## src/rtl/pe_controller.sv

```systemverilog
`default_nettype none
// ============================================================================
// Module      : pe_controller
// Description : Sequencer for one processing element.
//               On start it loads a FILT_LEN-tap filter from OFM memory
//               (PACK bytes per word), then produces num_out OFM words.
//               Each word packs PACK dot products of FILT_LEN taps, and the
//               IFM operands arrive under a valid/ready handshake.
//
//   Ports
//     clk, rst    : clock (rising edge), synchronous active-high reset
//     start       : one-cycle request, honoured only when idle
//     filt_base   : OFM address of the first filter word (latched at start)
//     out_base    : OFM address of the first result word (latched at start)
//     num_out     : number of OFM words to produce (latched at start)
//     ifm_valid   : the IFM operand is valid this cycle
//     ifm_ready   : operand consumed this cycle when ifm_valid is also high
//     en1         : filter-buffer byte enables
//     sel         : filter tap select into the MAC
//     en12        : MAC accumulate enable
//     rst12       : MAC synchronous clear
//     en10        : result shift-register shift enable
//     wr          : OFM write strobe
//     addr        : OFM address, shared by filter reads and result writes
//     busy        : high in every state except idle
//     done        : one-cycle completion pulse
//
// Revision    : 1.0 - initial release
// ============================================================================
module pe_controller #(
    parameter int FILT_LEN = 16,
    parameter int PACK     = 4,
    parameter int ADDR_W   = 8
) (
    input  logic                        clk,
    input  logic                        rst,
    input  logic                        start,
    input  logic [ADDR_W-1:0]           filt_base,
    input  logic [ADDR_W-1:0]           out_base,
    input  logic [7:0]                  num_out,
    input  logic                        ifm_valid,
    output logic                        ifm_ready,
    output logic [FILT_LEN-1:0]         en1,
    output logic [$clog2(FILT_LEN)-1:0] sel,
    output logic                        en12,
    output logic                        rst12,
    output logic                        en10,
    output logic                        wr,
    output logic [ADDR_W-1:0]           addr,
    output logic                        busy,
    output logic                        done
);

    localparam int c_SEL_W  = $clog2(FILT_LEN);
    localparam int c_NLOAD  = FILT_LEN / PACK;
    localparam int c_K_W    = (c_NLOAD > 1) ? $clog2(c_NLOAD) : 1;
    localparam int c_R_W    = $clog2(PACK + 1);

    localparam logic [c_K_W-1:0]   c_K_LAST = c_K_W'(c_NLOAD - 1);
    localparam logic [c_SEL_W-1:0] c_T_LAST = c_SEL_W'(FILT_LEN - 1);
    localparam logic [c_R_W-1:0]   c_R_FULL = c_R_W'(PACK);

    localparam logic [2:0] c_S_IDLE  = 3'd0;
    localparam logic [2:0] c_S_LOAD  = 3'd1;
    localparam logic [2:0] c_S_CLEAR = 3'd2;
    localparam logic [2:0] c_S_MAC   = 3'd3;
    localparam logic [2:0] c_S_SHIFT = 3'd4;
    localparam logic [2:0] c_S_WRITE = 3'd5;
    localparam logic [2:0] c_S_DONE  = 3'd6;

    logic [2:0]         r_state, w_state_nxt;
    logic [c_K_W-1:0]   r_k,     w_k_nxt;      // filter-load word index
    logic [c_SEL_W-1:0] r_t,     w_t_nxt;      // tap index
    logic [c_R_W-1:0]   r_r,     w_r_nxt;      // results packed into current word
    logic [7:0]         r_w,     w_w_nxt;      // OFM word index
    logic [ADDR_W-1:0]  r_filt_base;
    logic [ADDR_W-1:0]  r_out_base;
    logic [7:0]         r_num_out;

    logic               w_launch;
    logic [c_R_W-1:0]   w_r_inc;
    logic [7:0]         w_w_inc;

    assign w_launch = (r_state == c_S_IDLE) && start;
    assign w_r_inc  = r_r + c_R_W'(1);
    assign w_w_inc  = r_w + 8'd1;

    // ------------------------------------------------------------------
    // State and counter registers; run parameters are captured only on
    // an accepted start so a start while busy cannot disturb them.
    // ------------------------------------------------------------------
    always_ff @(posedge clk) begin
        if (rst) begin
            r_state     <= c_S_IDLE;
            r_k         <= '0;
            r_t         <= '0;
            r_r         <= '0;
            r_w         <= '0;
            r_filt_base <= '0;
            r_out_base  <= '0;
            r_num_out   <= '0;
        end else begin
            r_state <= w_state_nxt;
            r_k     <= w_k_nxt;
            r_t     <= w_t_nxt;
            r_r     <= w_r_nxt;
            r_w     <= w_w_nxt;
            if (w_launch) begin
                r_filt_base <= filt_base;
                r_out_base  <= out_base;
                r_num_out   <= num_out;
            end
        end
    end

    // ------------------------------------------------------------------
    // Next-state and counter logic
    // ------------------------------------------------------------------
    always_comb begin
        w_state_nxt = r_state;
        w_k_nxt     = r_k;
        w_t_nxt     = r_t;
        w_r_nxt     = r_r;
        w_w_nxt     = r_w;
        case (r_state)
            c_S_IDLE: begin
                if (start) begin
                    w_state_nxt = c_S_LOAD;
                    w_k_nxt     = '0;
                end
            end
            c_S_LOAD: begin
                if (r_k == c_K_LAST) begin
                    w_w_nxt = '0;
                    w_r_nxt = '0;
                    w_state_nxt = (r_num_out == 8'd0) ? c_S_DONE : c_S_CLEAR;
                end else begin
                    w_k_nxt = r_k + c_K_W'(1);
                end
            end
            c_S_CLEAR: begin
                w_state_nxt = c_S_MAC;
                w_t_nxt     = '0;
            end
            c_S_MAC: begin
                // A missing operand stalls here with the tap held.
                if (ifm_valid) begin
                    if (r_t == c_T_LAST) begin
                        w_state_nxt = c_S_SHIFT;
                    end else begin
                        w_t_nxt = r_t + c_SEL_W'(1);
                    end
                end
            end
            c_S_SHIFT: begin
                w_r_nxt     = w_r_inc;
                w_state_nxt = (w_r_inc == c_R_FULL) ? c_S_WRITE : c_S_CLEAR;
            end
            c_S_WRITE: begin
                w_w_nxt     = w_w_inc;
                w_r_nxt     = '0;
                w_state_nxt = (w_w_inc == r_num_out) ? c_S_DONE : c_S_CLEAR;
            end
            c_S_DONE: begin
                w_state_nxt = c_S_IDLE;
            end
            default: begin
                w_state_nxt = c_S_IDLE;
            end
        endcase
    end

    // ------------------------------------------------------------------
    // Output decode. Everything is Moore except en12, which follows
    // ifm_valid directly so an operand is accepted in the cycle offered.
    // ------------------------------------------------------------------
    always_comb begin
        ifm_ready = 1'b0;
        en1       = '0;
        sel       = '0;
        en12      = 1'b0;
        rst12     = 1'b0;
        en10      = 1'b0;
        wr        = 1'b0;
        busy      = (r_state != c_S_IDLE);
        done      = 1'b0;
        addr      = (r_state == c_S_IDLE) ? '0 : (r_out_base + ADDR_W'(r_w));
        case (r_state)
            c_S_LOAD: begin
                addr = r_filt_base + ADDR_W'(r_k);
                // One PACK-byte group of the filter buffer per load word.
                for (int i = 0; i < FILT_LEN; i++) begin
                    en1[i] = ((i / PACK) == int'(r_k));
                end
            end
            c_S_CLEAR: begin
                rst12 = 1'b1;
            end
            c_S_MAC: begin
                ifm_ready = 1'b1;
                sel       = r_t;
                en12      = ifm_valid;
            end
            c_S_SHIFT: begin
                en10 = 1'b1;
            end
            c_S_WRITE: begin
                wr = 1'b1;
            end
            c_S_DONE: begin
                done = 1'b1;
            end
            default: begin
            end
        endcase
    end

endmodule
`default_nettype wire

```

## config.mk

```make
export PLATFORM = sky130hd
export DESIGN_NAME = pe_controller
export DESIGN_NICKNAME = d
export VERILOG_FILES = /design/src/rtl/pe_controller.sv
export SDC_FILE = /design/constraint.sdc
export NUM_CORES = 1
export LEC_CHECK = 0
export CAP_MARGIN = 40
export CORE_MARGIN = 2
export CORE_UTILIZATION = 30
export DETAILED_ROUTE_END_ITERATION = 7
export PLACE_DENSITY = 0.53
export RECOVER_POWER = 50
export REMOVE_ABC_BUFFERS = 1
export SLEW_MARGIN = 20
export SYNTH_ARGS = -nofsm -noshare
export SYNTH_HDL_FRONTEND = slang
export SYNTH_SLANG_ARGS = --single-unit
```

## constraint.sdc

```tcl
create_clock -name clk -period 2.4 [get_ports clk]
set_input_delay 0.24 -clock clk [delete_from_list [all_inputs] [get_ports clk]]
set_output_delay 0.24 -clock clk [all_outputs]
set_load 0.05 [all_outputs]
```

==> results of run 1 <==
-- cell families (layout without fill, tap and decap cells) --
group                      after synthesis  in the layout
DFF                                     44             44
AOI/OAI and AO/OA                       94             94
adders and majority gates               19             19
muxes                                    2              2
and+or+nand+nor                        156            156
buffers and inverters                   42             96
xor gates and xnor gates                24             24
-- cell usage after synthesis, types with 6 or more instances --
library cell  count  share of area (%)
a21oi_1          45                7.7
and3_1           10                2.2
buf_2             6                1.0
buf_4            13                3.4
clkbuf_1         11                1.4
dfxtp_1          44                 30
ha_1             17                7.3
inv_1             8                1.0
nand2_1          66                8.5
nand3_1          11                1.9
nor2_1           30                3.9
nor3_1            8                1.4
o21ai_0           9                1.5
o22ai_1           7                1.5
xnor2_1          12                3.6
xor2_1           11                3.3
-- flip-flops by register name, indices dropped and copies added, names as in the netlist --
| register | flops |
|---|---|
| r_out_base | 8 |
| r_t | 4 |
| r_state | 3 |
| r_r | 3 |
| r_w | 8 |
| r_num_out | 8 |
| r_filt_base | 8 |
| r_k | 2 |
-- worst paths after layout --
check / endpoint / slack [ns] / depth (start not counted)
min reg2reg: r_out_base[6] / 0.47 / 2
min: r_out_base[6] / 0.47 / 2
max: addr[6] / -0.13 / 8
max reg2reg: r_w[4] / 0.36 / 6
-- where the power goes --
part	leakage (nW)	internal, mW	total (mW)	switching [mW]
logic	1.21	0.195	0.427	0.233
clock network	0.0784	0.521	0.783	0.262
registers	0.360	0.763	0.800	0.0378
total	1.64	1.48	2.01	0.532
-- cell usage in the layout, fill, tap and decap left out, types with 3 or more instances in the layout --
cell type,synthesis,layout
nand2b_1,5,5
clkdlybuf4s50_1,0,28
buf_12,0,25
a211oi_1,5,5
xnor2_1,12,12
and2_1,3,3
nand3b_1,3,3
o22ai_1,7,4
dfxtp_2,0,3
inv_1,8,9
xor2_1,11,11
buf_4,13,19
a22oi_1,5,5
o21ai_0,9,9
nor2_1,30,30
clkbuf_1,11,4
nand3_1,11,11
ha_1,17,16
nor3_1,8,8
a21oi_1,45,44
clkbuf_8,0,5
a21o_1,5,5
nand2_1,66,66
a31oi_1,4,4
and3_1,10,10
dfxtp_1,44,41
o211ai_1,3,3
and4_1,3,3
bufinv_16,0,3
o22ai_2,0,3
-- through the flow --
step                      utilization (%)  instances  TNS [ns]  area [um2]
after detailed placement             41.4        556         0        3860
after CTS                            43.3        564    -0.187        4040
after global routing                 43.4        564    -0.629        4050
after global placement               41.2        555         0        3850
after floorplan                         -        349     -5.99        2730
final                                43.4        564    -0.130        4050
-- repair_timing --
action | 4_1_cts | 5_1_grt
gates resized for setup | 6 | 5
setup endpoints to repair | 3 | 4
endpoints found under the hold margin | 0 | 0
buffers inserted | 0 | 0
-- layer usage --
metal  share of wire, %  up-vias
li1                   -     1418
met1                 48     1259
met2                 46       61
met3                4.5        5
met4                1.0        0
met5                  0        -
-- final cells by class --
class | count | area, um2
clock buffer | 5 | 68.8
fill | 956 | 5280
multi-input combinational | 295 | 1840
clock inverter | 3 | 90.1
inverter | 10 | 37.5
timing repair buffer | 78 | 958
sequential | 44 | 885
tap | 129 | 161
-- worst max-delay path, cell delays in order, from the launching register on --
cell and delay (ns):
dfxtp_2 0.34, ha_4 0.16, fa_2 0.34, a21o_1 0.18, a21oi_2 0.15, o21bai_1 0.08, or4b_1 0.49, nand3_2 0.12
buf_12 0.14
==> impl_metrics.ini, run 1 <==
[clocking]
clk_pin_slew_ns = 0.09
cts_sinks = 44
clkLatencyLatePin_ns = 0.30
htreeDepth = 2
ctsHoldBuffers = 0
cts_tree = yes
clock-root-buffer = clkbuf_8
max-clock-path-buffers = 2
cts_made_buffers = 5

[global_route]
grt_pass1_vias = 2613
grt_pass1_wl_mm = 12.5
gr-usage-met2_pct = 25.5
grt_busiest_layer = met2
grt_overflow = 0
grt_use_met1_pct = 19.3
met3_usage_pct = 2.33
grt_start_max_net_pins = 25
grt_antenna_before_repair = 0
grt_usage_pct = 14.8

[sta]
fmax_mhz = 395
fin_skew_ns = 0.00495
max_slew_margin_pct = 59.9
setup_viol = 1
tightest_slew_ns = 0.605
worst_slack_ns = -0.130
min_period_ns = 2.53
timing.hold.ws_ns = 0.467
rsz0062_at_grt = yes
slew_viol_final = 0
hold_viol_final = 0
min_period_over_period_pct = 105

[logic_synthesis]
synth_fa_ha_area_share_pct = 8.69
yosysWarnings = 0
synth-simple-area-share_pct = 25.6
seq_area_frac_synth_pct = 30.3
syn_inst = 381
synth_top_family_by_area = simple AND/OR/NAND/NOR gates
async_flop_share_pct = 0
synth.mux.area_fraction_pct = 0.774
synth-xor-area-share_pct = 7.48
syn_avg_cell_area_um2 = 7.64
synth_cell_types = 54
ys.flop_type = dfxtp_1
synth-seq-cells = 44
synth.cell_area_um2 = 2910
synth_compound_area_share_pct = 19.5
synth_edf_count = 0

[routing]
vias = 2743
wl_mm = 7.47
avgRoutedWirePerCell_um = 13.2
dr.first_iter.drc_count = 99
antenna_left = 0
remaining_drc_errors = 0
drt-vias-per-instance = 4.86
first_pass_iters = 4

[final_layout]
synthToLayoutAreaGrowth_pct = 39.1
finalNetCount = 481
drive_gt1_share_pct = 16.6
diodes = 0

[die]
io_pins = 63
dieArea_um2 = 10500
die_w_um = 102
std_cell_rows = 35
start_util_pct = 31.2
dieHeight_um = 102
core-area_um2 = 9330

[placement]
preCtsSetupSlack_ns = 0.0351
place.gp.congestion = 0.920
io_buffers = 62
hpwl_mm = 5.71

[power]
power.density_nw_per_um2 = 497
leakagePower_nw = 1.64
total_power_mw = 2.01
ir_worst_vdd_v = 0.000291

[worst_setup_path]
critPathArrivalTime_ns = 2.29
worstPathRequired_ns = 2.16
crit_type = flip-flop to output port
rr_startpoint = r_state[2]
setup.worst_path.end_class = output port
cp-startpoint = r_w[0]
start_kind = flip-flop
critPathMaxFanout = 2

[worst_hold_path]
worstHoldPathType = flip-flop to flip-flop
hp-start = r_out_base[6]

[run_status]
violations = setup timing
outcome = finished with violations

[job]
drv_cap = 0
Power figures use the tool's default switching activity.
==> run 2: changes to the inputs <==
REMOVE_ABC_BUFFERS = default   (was 1)
==> impl_metrics.ini, run 2 (synthesis gave the netlist of run 1 again) <==
[die]
core-area_um2 = 9330
std_cell_rows = 35
start_util_pct = 31.2
die_w_um = 102
dieArea_um2 = 10500
dieHeight_um = 102
io_pins = 63

[global_route]
grt_start_max_net_pins = 28
grt_overflow = 0
grt_usage_pct = 14.7
grt_pass1_wl_mm = 12.4
grt_pass1_vias = 2628
grt_antenna_before_repair = 0

[final_layout]
synthToLayoutAreaGrowth_pct = 40.1
n_fill_cell = 937
fin_area_um2 = 4080
final_common_cell = nand2_1
drive_gt1_share_pct = 18.5
diodes = 0
mostFrequentLayoutCells = nand2_1 (66), a21oi_1 (43), dfxtp_1 (40), nor2_1 (29), clkdlybuf4s50_1 (29)
finalNetCount = 484

[routing]
drt-vias-per-instance = 4.86
dr.first_iter.drc_count = 92
vias = 2756
remaining_drc_errors = 0
wl_mm = 7.54
avgRoutedWirePerCell_um = 13.3
first_pass_iters = 4
antenna_left = 0

[sta]
min_period_ns = 2.53
max_slew_margin_pct = 59.9
slew_viol_final = 0
fmax_mhz = 395
min_period_over_period_pct = 106
setup_viol = 2
hold_viol_final = 0
fin_skew_ns = 0.00505
worst_slack_ns = -0.135
rsz0062_at_grt = yes
tightest_slew_ns = 0.604

[worst_setup_path]
endpoint = addr[6]
critPathMaxFanout = 2
cp_slowest_cell = or4b_1
max_stage_delay_ns = 0.49
cp-startpoint = r_w[0]
start_kind = flip-flop
setup.worst_path.end_class = output port
worstPathRequired_ns = 2.16
r2r-end = r_state[2]
worst_r2r_path_depth = 6
r2r_slack_ns = 0.17
crit_chain = ha_4 -> fa_2 -> a21o_1 -> a21oi_2 -> o21bai_1 -> or4b_1 -> nand3_2 -> buf_12
rr_startpoint = r_state[1]
critPathArrivalTime_ns = 2.29
crit_type = flip-flop to output port

[power]
clock_power_share_pct = 31.6
power.density_nw_per_um2 = 442
leakagePower_nw = 1.65
internal-power_mw = 1.27
p_switching_uw = 532
p_comb_share_pct = 24.1
total_power_mw = 1.80
seqPwrFrac_pct = 44.2
switching_share_pct = 29.5
ir_worst_vdd_v = 0.000251

[placement]
place.gp.congestion = 0.827
preCtsSetupSlack_ns = 0.0522
hpwl_mm = 5.79
post_dp_cell_area_um2 = 3890
io_buffers = 62

[clocking]
cts_tree = yes
clock-root-buffer = clkbuf_8
cts_sinks = 44
htreeDepth = 2
clk_pin_slew_ns = 0.09
clkLatencyLatePin_ns = 0.29
cts_made_buffers = 5
max-clock-path-buffers = 2

[job]
drv_cap = 0

[worst_hold_path]
worstHoldPathType = flip-flop to flip-flop

[logic_synthesis]
syn_nets = 428

[run_status]
violations = setup timing
outcome = finished with violations
-- run 2: cell type report --
cell class	instances	area, um2	share of cell area (%)
multi-input combinational	295	1900	46.6
clock inverter	2	35.0	0.860
clock buffer	6	72.6	1.78
timing repair buffer	81	985	24.2
tap	129	161	3.96
inverter	10	37.5	0.921
sequential	44	886	21.7
-- run 2: what timing repair did --
item,in CTS,in global routing
hold buffers,0,0
setup buffers,0,2
cloned,0,0
hold endpoints to repair,0,0
endpoints found under the setup margin,2,5
resized for setup,6,12
pin swaps,0,5
-- run 2: power groups by stage --
stage               logic, mW  registers (mW)  clock network [mW]
floorplan               0.265           0.803                   0
global placement        0.430           0.812                   0
detailed placement      0.438           0.813                   0
CTS                     0.440           0.797               0.585
global route            0.476           0.803               0.620
finish                  0.434           0.797               0.570
-- run 2: metrics by stage --
stage	setup TNS, ns	instances	util, %	hold WS, ns
detailed placement	0	557	41.7	0.455
floorplan	0	381	-	0.376
finish	-0.136	567	43.7	0.473
global placement	0	556	41.6	0.454
CTS	-0.247	565	43.1	0.467
global route	-0.372	567	43.7	0.499
-- run 2: critical path, delay by kind of cell (launching register included) --
kind                     cells  cell delay [ns]
flip-flops                   1             0.35
buffers and inverters        1             0.14
adder cells (fa/ha/maj)      2             0.51
AND/OR/NAND/NOR              2             0.60
AO/OA/AOI/OAI                3             0.42
-- run 2: metal layers --
| layer | wire length, um | vias up | GRT usage (%) | share of wire, % |
|---|---|---|---|---|
| li1 | - | 1423 | - | - |
| met1 | 3670 | 1268 | 20.2 | 49 |
| met2 | 3520 | 61 | 24.2 | 47 |
| met3 | 294 | 4 | 2.46 | 3.9 |
| met4 | 44 | 0 | 2.97 | 0.58 |
| met5 | 0 | - | 0 | 0 |
-- run 2: how the worst min path moves through the flow --
stage	startpoint	to	slack, ns	cells past startpoint
floorplan	filt_base[0]	r_filt_base[0]	0.38	2
global placement	r_out_base[5]	r_out_base[5]	0.45	2
detailed placement	r_out_base[4]	r_out_base[4]	0.45	2
CTS	r_out_base[4]	r_out_base[4]	0.47	2
global route	num_out[3]	r_num_out[3]	0.50	3
finish	r_filt_base[7]	r_filt_base[7]	0.47	2
